--- config.mk ---
export PLATFORM = sky130hd
export DESIGN_NAME = ripple_carry_4bit_adder
export DESIGN_NICKNAME = d
export VERILOG_FILES = /design/src/rtl/ripple_carry_4bit_adder.sv
export SDC_FILE = /design/constraint.sdc
export NUM_CORES = 1
export LEC_CHECK = 0
export CAP_MARGIN = 10
export CORE_AREA = 2 2 39 41
export DETAILED_ROUTE_END_ITERATION = 16
export DIE_AREA = 0 0 41 43
export HOLD_SLACK_MARGIN = 0.03
export PLACE_DENSITY = 0.57
export SETUP_SLACK_MARGIN = 0.5
export SYNTH_ARGS = -nofsm -noshare
export SYNTH_HDL_FRONTEND = slang
export SYNTH_SLANG_ARGS = --single-unit
--- constraint.sdc ---
create_clock -name clk -period 1 [get_ports clk]
set_clock_uncertainty 0.1 [all_clocks]
set_input_delay 0.1 -clock clk [delete_from_list [all_inputs] [get_ports clk]]
set_output_delay 0.1 -clock clk [all_outputs]
set_load 0.02 [all_outputs]
--- src/rtl/ripple_carry_4bit_adder.sv ---
// Registered 4-bit ripple-carry adder with carry-in, carry-out and signed overflow.
// One pipeline stage: operands qualified by in_valid are captured on the rising clock edge.
module ripple_carry_4bit_adder #(
    parameter int WIDTH = 4
) (
    input  logic             clk,
    input  logic             rst,
    input  logic [WIDTH-1:0] A,
    input  logic [WIDTH-1:0] B,
    input  logic             cin,
    input  logic             in_valid,
    output logic [WIDTH-1:0] S,
    output logic             cout,
    output logic             ovf,
    output logic             out_valid
);

    if (WIDTH != 4) begin : g_bad_width
        $error("ripple_carry_4bit_adder supports WIDTH == 4 only");
    end

    logic [WIDTH:0]   carry;
    logic [WIDTH-1:0] sum_comb;

    assign carry[0] = cin;

    for (genvar i = 0; i < WIDTH; i++) begin : g_fa
        logic half;
        assign half         = A[i] ^ B[i];
        assign sum_comb[i]  = half ^ carry[i];
        assign carry[i+1]   = (A[i] & B[i]) | (carry[i] & half);
    end

    // Results hold while in_valid is low; out_valid tracks in_valid every edge.
    always_ff @(posedge clk or posedge rst) begin
        if (rst) begin
            S         <= '0;
            cout      <= 1'b0;
            ovf       <= 1'b0;
            out_valid <= 1'b0;
        end else begin
            out_valid <= in_valid;
            if (in_valid) begin
                S    <= sum_comb;
                cout <= carry[WIDTH];
                ovf  <= carry[WIDTH-1] ^ carry[WIDTH];
            end
        end
    end

endmodule

==> flow_summary.ini, run 1 <==
[setup_path]
rr_worst_depth = 2
path_common_cell = fa_2
critPathRequiredTime_ns = 1.03
worstPathCellList = buf_6 > fa_2 > inv_2 > fa_2 > inv_2 > fa_2 > inv_2 > fa_2 > xnor2_2 > mux2_4
reg2reg_from = ovf
crit_buf_inv = 4
r2r-end = ovf
cp_top_family = adder cells
regToRegSetupSlack_ns = 0.01
worstPathMaxFanout = 2
critical_path.max_stage_delay_ns = 0.35
endpoint_kind = flip-flop
crit_path_start_kind = primary input
cp_slowest_cell = fa_2
path_class = primary input to flip-flop
critical_path_arrival_ns = 1.78

[sta]
fmax_mhz = 573
whs_ns = -0.0205
setup_violations = 5
worstMarginPinSlew_ns = 0.256
final.min_clock_period_ns = 1.74
setup_tns_ns = -2.71
period_share_pct = 174
relSlewSlack_pct = 82.9
worst_slack_ns = -0.744
hold_viol = 7
final-max-slew-violation-count = 0
rsz0062_at_grt = true

[floorplanning]
initial_core_util_pct = 27.6
dieWidth_microns = 41
die_area_sq_um = 1760
coreArea_sq_um = 1380
io_pins = 19
row_count = 14
die_y_microns = 43

[synth]
synthAdderAreaFrac_pct = 21.0
syn_area_per_cell_sq_um = 12.7
synth_most_common_cell = inv_1
syn_inst = 30
ys.flop_type = dfrtp_1
netlist_area_sq_um = 382
synth_edf_count = 0
synth_simple_gate_area_share_pct = 1.97
synthesis.nets = 46
synth.largest_area_cell = dfrtp_1
synth_xor_area_share_pct = 2.30
ys_ff_latch = 7
netlist-cell-type-count = 9
synth_compound_area_share_pct = 2.62
async_flop_share_pct = 100
synth_top_family_by_area = adder cells
netlist.area_leader.share_pct = 45.9
ys_warn_count = 0
synthMuxAreaShare_pct = 14.4
synth_common_cells = inv_1 (9), dfrtp_1 (7), fa_1 (4)
ys_seq_area_share_pct = 45.9
netlist_top_cells_area = dfrtp_1 (46%), fa_1 (21%), mux2_4 (12%)

[route]
wirelength_microns = 689
drc_errors = 0
dr.pass1.iters = 2
dr_total_vias = 307
wl_per_cell_microns = 8.95
drt_iter0_markers = 4
viasPerCell = 3.99
ant_nets = 0

[clock_tree]
root_buffer = clkbuf_4
cts_buffer_depth = 2
clock_latency_ns = 0.25
clk_pin_slew_ns = 0.05
cts_tree = yes
cts_buffers = 3
htreeDepth = 1
cts_sinks = 7

[placement]
post-dp-hpwl_microns = 528
post-place-cells = 68
place_ws_ns = -1.42
gp_congestion = 0.614
portBuffers = 18

[grt]
grtUsageMet1_pct = 10.4
antenna_found_initial = 0
grt_most_used_layer = met2
grt_max_degree = 8
grt_use_met2_pct = 15.6
gr-total-overflow = 0
grtUsageMet3_pct = 4.71
track_usage_pct = 10.7
grt_pass1_wl_microns = 1170
grt_pass1_vias = 307

[finish]
fillerInstances = 131
fin_cells = 77
fin_nets = 78
n_antenna_cell = 0
drive_above_1_share_pct = 68.9
area_growth_pct = 88.5

[run]
cap_violations = 0

[power]
powerDensity_nw_per_um2 = 1480
cellLeakagePower_nw = 0.352
worst_ir_drop_vdd_uv = 526
total_power_mw = 1.07

[status]
status = finished, violations left
violations = hold timing, setup timing

[hold_path]
hold_path.class = primary input to async pin
[worst register-to-register path, stage by stage (launching register included)]
cell and delay, ns:
dfrtp_1 0.39, buf_4 0.13, mux2_4 0.25
[per-layer routing]
layer | part of all wire (%) | wire length [microns]
met1 | 38 | 265
met2 | 55 | 378
met5 | 0 | 0
met4 | 1.3 | 9
met3 | 5.1 | 35
[worst max-delay path by stage]
stage / slack [ns] / endpoint / start / cells after the start
6_report: -0.74 / ovf / A[0] / 10
5_1_grt: -0.80 / ovf / A[0] / 10
4_1_cts: -0.82 / ovf / A[0] / 10
3_5_place_dp: -1.42 / ovf / A[0] / 10
3_3_place_gp: -1.42 / ovf / A[0] / 10
2_1_floorplan: -0.86 / ovf / A[0] / 9
[layout by cell type (no fill, tap or decap), drive strengths merged]
cell type / instances
fa: 4
xnor2: 1
mux2i: 1
mux2: 3
dfrtp: 7
inv: 9
buf: 20
clkbuf: 4
nor2: 2
clkdlybuf4s50: 5
dlygate4sd2: 3
a21oi: 2
[sequential cells by signal, summed over array words and instances (netlist names)]
register   flops
S              4
cout           1
out_valid      1
ovf            1
[logic make-up (layout without fill, tap and decap cells)]
family / Yosys count / after routing
compound gates: 2 / 2
xor+xnor: 1 / 1
fa+ha+maj: 4 / 4
buf+inv: 10 / 41
flops: 7 / 7
mux: 4 / 4
simple gates: 2 / 2
[final cells by class]
| cell class | instances | area (sq um) | share of cell area, % |
|---|---|---|---|
| tap | 16 | 20.0 | 2.78 |
| inverter | 9 | 33.8 | 4.70 |
| multi-input combinational | 13 | 186 | 25.9 |
| timing repair buffer | 28 | 272 | 37.7 |
| sequential | 7 | 181 | 25.2 |
| clock buffer | 4 | 26.3 | 3.65 |
[power breakdown]
group,switching [mW],internal (mW)
clock network,0.0987,0.152
logic,0.167,0.271
registers,0.0358,0.341
[stage by stage]
step                      utilization (%)  cell area (sq um)
final                                52.0                719
after global routing                 52.0                719
after CTS                            50.9                704
after detailed placement             45.1                624
after global placement               45.1                624
after floorplan                         -                398
[repair_timing]
| action | 4_1_cts | 5_1_grt |
|---|---|---|
| pin swaps | 6 | 3 |
| setup endpoints to repair | 14 | 13 |
| buffers inserted | 3 | 2 |
| hold endpoints to repair | 7 | 7 |
| gates resized for setup | 66 | 0 |
Note: power is estimated with default switching activity, not from simulation.
==> inputs of run 2 (changes only) <==
--- a/config.mk
+++ b/config.mk
@@ -6,11 +6,13 @@
 export NUM_CORES = 1
 export LEC_CHECK = 0
 export CAP_MARGIN = 10
-export CORE_AREA = 2 2 39 41
+export CELL_PAD_IN_SITES_DETAIL_PLACEMENT = 1
+export CELL_PAD_IN_SITES_GLOBAL_PLACEMENT = 1
+export CORE_AREA = 2 2 41 43
 export DETAILED_ROUTE_END_ITERATION = 16
-export DIE_AREA = 0 0 41 43
+export DIE_AREA = 0 0 43 45
 export HOLD_SLACK_MARGIN = 0.03
-export PLACE_DENSITY = 0.57
+export PLACE_DENSITY = 0.67
 export SETUP_SLACK_MARGIN = 0.5
 export SYNTH_ARGS = -nofsm -noshare
 export SYNTH_HDL_FRONTEND = slang
==> run 2 against run 1 <==
Effect of this change:
- fmax down 2.4%
- largest power group unchanged
- highest routed layer is now met3
- the flow still finishes with violations (hold timing, setup timing)
- cell count up 1.3%
- die area up 9.8%
- sequential power about the same
- critical path type unchanged
- critical endpoint unchanged
==> flow_summary.ini, run 2 (synthesis results as in run 1) <==
[finish]
fillerInstances = 164
final_cell_mix = buf_6 (14), buf_4 (7), dfrtp_2 (5), inv_1 (5), clkdlybuf4s50_1 (5)
layout_commonest_cell = buf_6
drive_above_1_share_pct = 69.4
area_growth_pct = 92.5
fin_nets = 79
n_antenna_cell = 0
fin_util_pct = 49.9
largest_register_ffs = 4
top_register = S

[grt]
antenna_found_initial = 0
grt_pass1_vias = 348
gr-total-overflow = 0
grt_pass1_wl_microns = 1390
grt_max_degree = 8
track_usage_pct = 9.97

[setup_path]
worstPathMaxFanout = 2
r2r-end = ovf
rr_worst_depth = 2
crit_path_start_kind = primary input
endpoint_kind = flip-flop
critPathRequiredTime_ns = 1.03
critical_path_arrival_ns = 1.82
reg2reg_from = ovf
path_class = primary input to flip-flop
regToRegSetupSlack_ns = -0.01
crit_start = A[0]
crit_end = ovf

[route]
met3_length_microns = 54
drc_errors = 0
viasPerCell = 3.90
drt_iter0_markers = 2
wl_met2_microns = 410
wirelength_microns = 762
wl_per_cell_microns = 9.77
wl_met1_microns = 296
dr_total_vias = 304
top_layer_used = met3
ant_nets = 0
dr.pass1.iters = 2

[placement]
post-dp-hpwl_microns = 605
portBuffers = 18
gp_congestion = 0.631

[power]
cellLeakagePower_nw = 0.360
worst_ir_drop_vdd_uv = 665
total_power_mw = 1.08
powerDensity_nw_per_um2 = 1470

[floorplanning]
coreArea_sq_um = 1470
initial_core_util_pct = 25.9
io_pins = 19
dieWidth_microns = 43
die_y_microns = 45
die_area_sq_um = 1940
row_count = 14

[status]
status = finished, violations left
violations = hold timing, setup timing

[sta]
final-max-slew-violation-count = 0
rsz0062_at_grt = true
period_share_pct = 179
worst_slack_ns = -0.788
relSlewSlack_pct = 82.1
worstMarginPinSlew_ns = 0.268
final.min_clock_period_ns = 1.79
setup_violations = 5
whs_ns = -0.00837
fmax_mhz = 559
hold_viol = 7

[clock_tree]
root_buffer = clkbuf_4
cts_buffer_depth = 2
cts_tree = yes
clk_pin_slew_ns = 0.05
clock_latency_ns = 0.24
htreeDepth = 1
cts_buffers = 3
cts_sinks = 7

[run]
cap_violations = 0

[hold_path]
hold_path.class = primary input to async pin
-- run 2: changes by cell type in the layout (fill, tap and decap cells not counted) --
cell,change
buf_4,-1
buf_6,+2
-- run 2: what timing repair did --
| item | 4_1_cts | 5_1_grt |
|---|---|---|
| setup endpoints to repair | 14 | 13 |
| pin swaps | 6 | 3 |
| hold endpoints to repair | 7 | 7 |
| resized for setup | 66 | 2 |
| buffers inserted | 5 | 1 |
-- run 2: where the power goes --
group | internal, mW | switching (mW) | leakage, nW
registers | 0.341 | 0.0370 | 0.0759
clock network | 0.152 | 0.0969 | 0.0150
logic | 0.282 | 0.171 | 0.269
-- run 2: worst max-delay path, cell delays in order --
cell and delay (ns):
buf_6 0.09, fa_2 0.37, inv_2 0.07, fa_2 0.19
inv_2 0.04, fa_2 0.36, buf_6 0.13, buf_6 0.10
xnor2_2 0.12, mux2_4 0.25
-- run 2: cell type report --
type                            count  area (sq um)  share of cell area (%)
Multi-Input combinational cell     13           186                    25.4
Timing Repair Buffer               29           287                    39.0
Sequential cell                     7           181                    24.7
Inverter                            9          33.8                    4.60
Clock buffer                        4          26.3                    3.58
Tap cell                           16          20.0                    2.73
-- run 2: per-layer routing --
metal | GRT usage [%] | up-vias
li1 | - | 150
met1 | 11.9 | 144
met2 | 15.5 | 10
met3 | 4.00 | 0
met4 | 5.45 | 0
met5 | 0 | -
-- run 2: how the worst min path moves through the flow --
| stage | slack, ns | cells past startpoint | from | to |
|---|---|---|---|---|
| after floorplan | -0.20 | 1 | rst | out_valid |
| final | -0.008 | 2 | rst | ovf |
| after global placement | 0.25 | 2 | rst | out_valid |
| after CTS | -0.005 | 2 | rst | ovf |
| after detailed placement | 0.25 | 2 | rst | ovf |
| after global routing | 0.02 | 2 | rst | ovf |
-- run 2: per-stage QoR --
stage | instance area [sq um] | hold slack, ns | setup slack, ns | setup TNS (ns) | cells
2_1_floorplan | 398 | -0.197 | -0.857 | -3.15 | 30
4_1_cts | 719 | -0.00478 | -0.844 | -3.00 | 77
6_report | 734 | -0.00837 | -0.788 | -2.85 | 78
3_3_place_gp | 624 | 0.248 | -1.42 | -7.25 | 68
3_5_place_dp | 624 | 0.251 | -1.45 | -7.40 | 68
5_1_grt | 734 | 0.0188 | -0.849 | -3.11 | 78
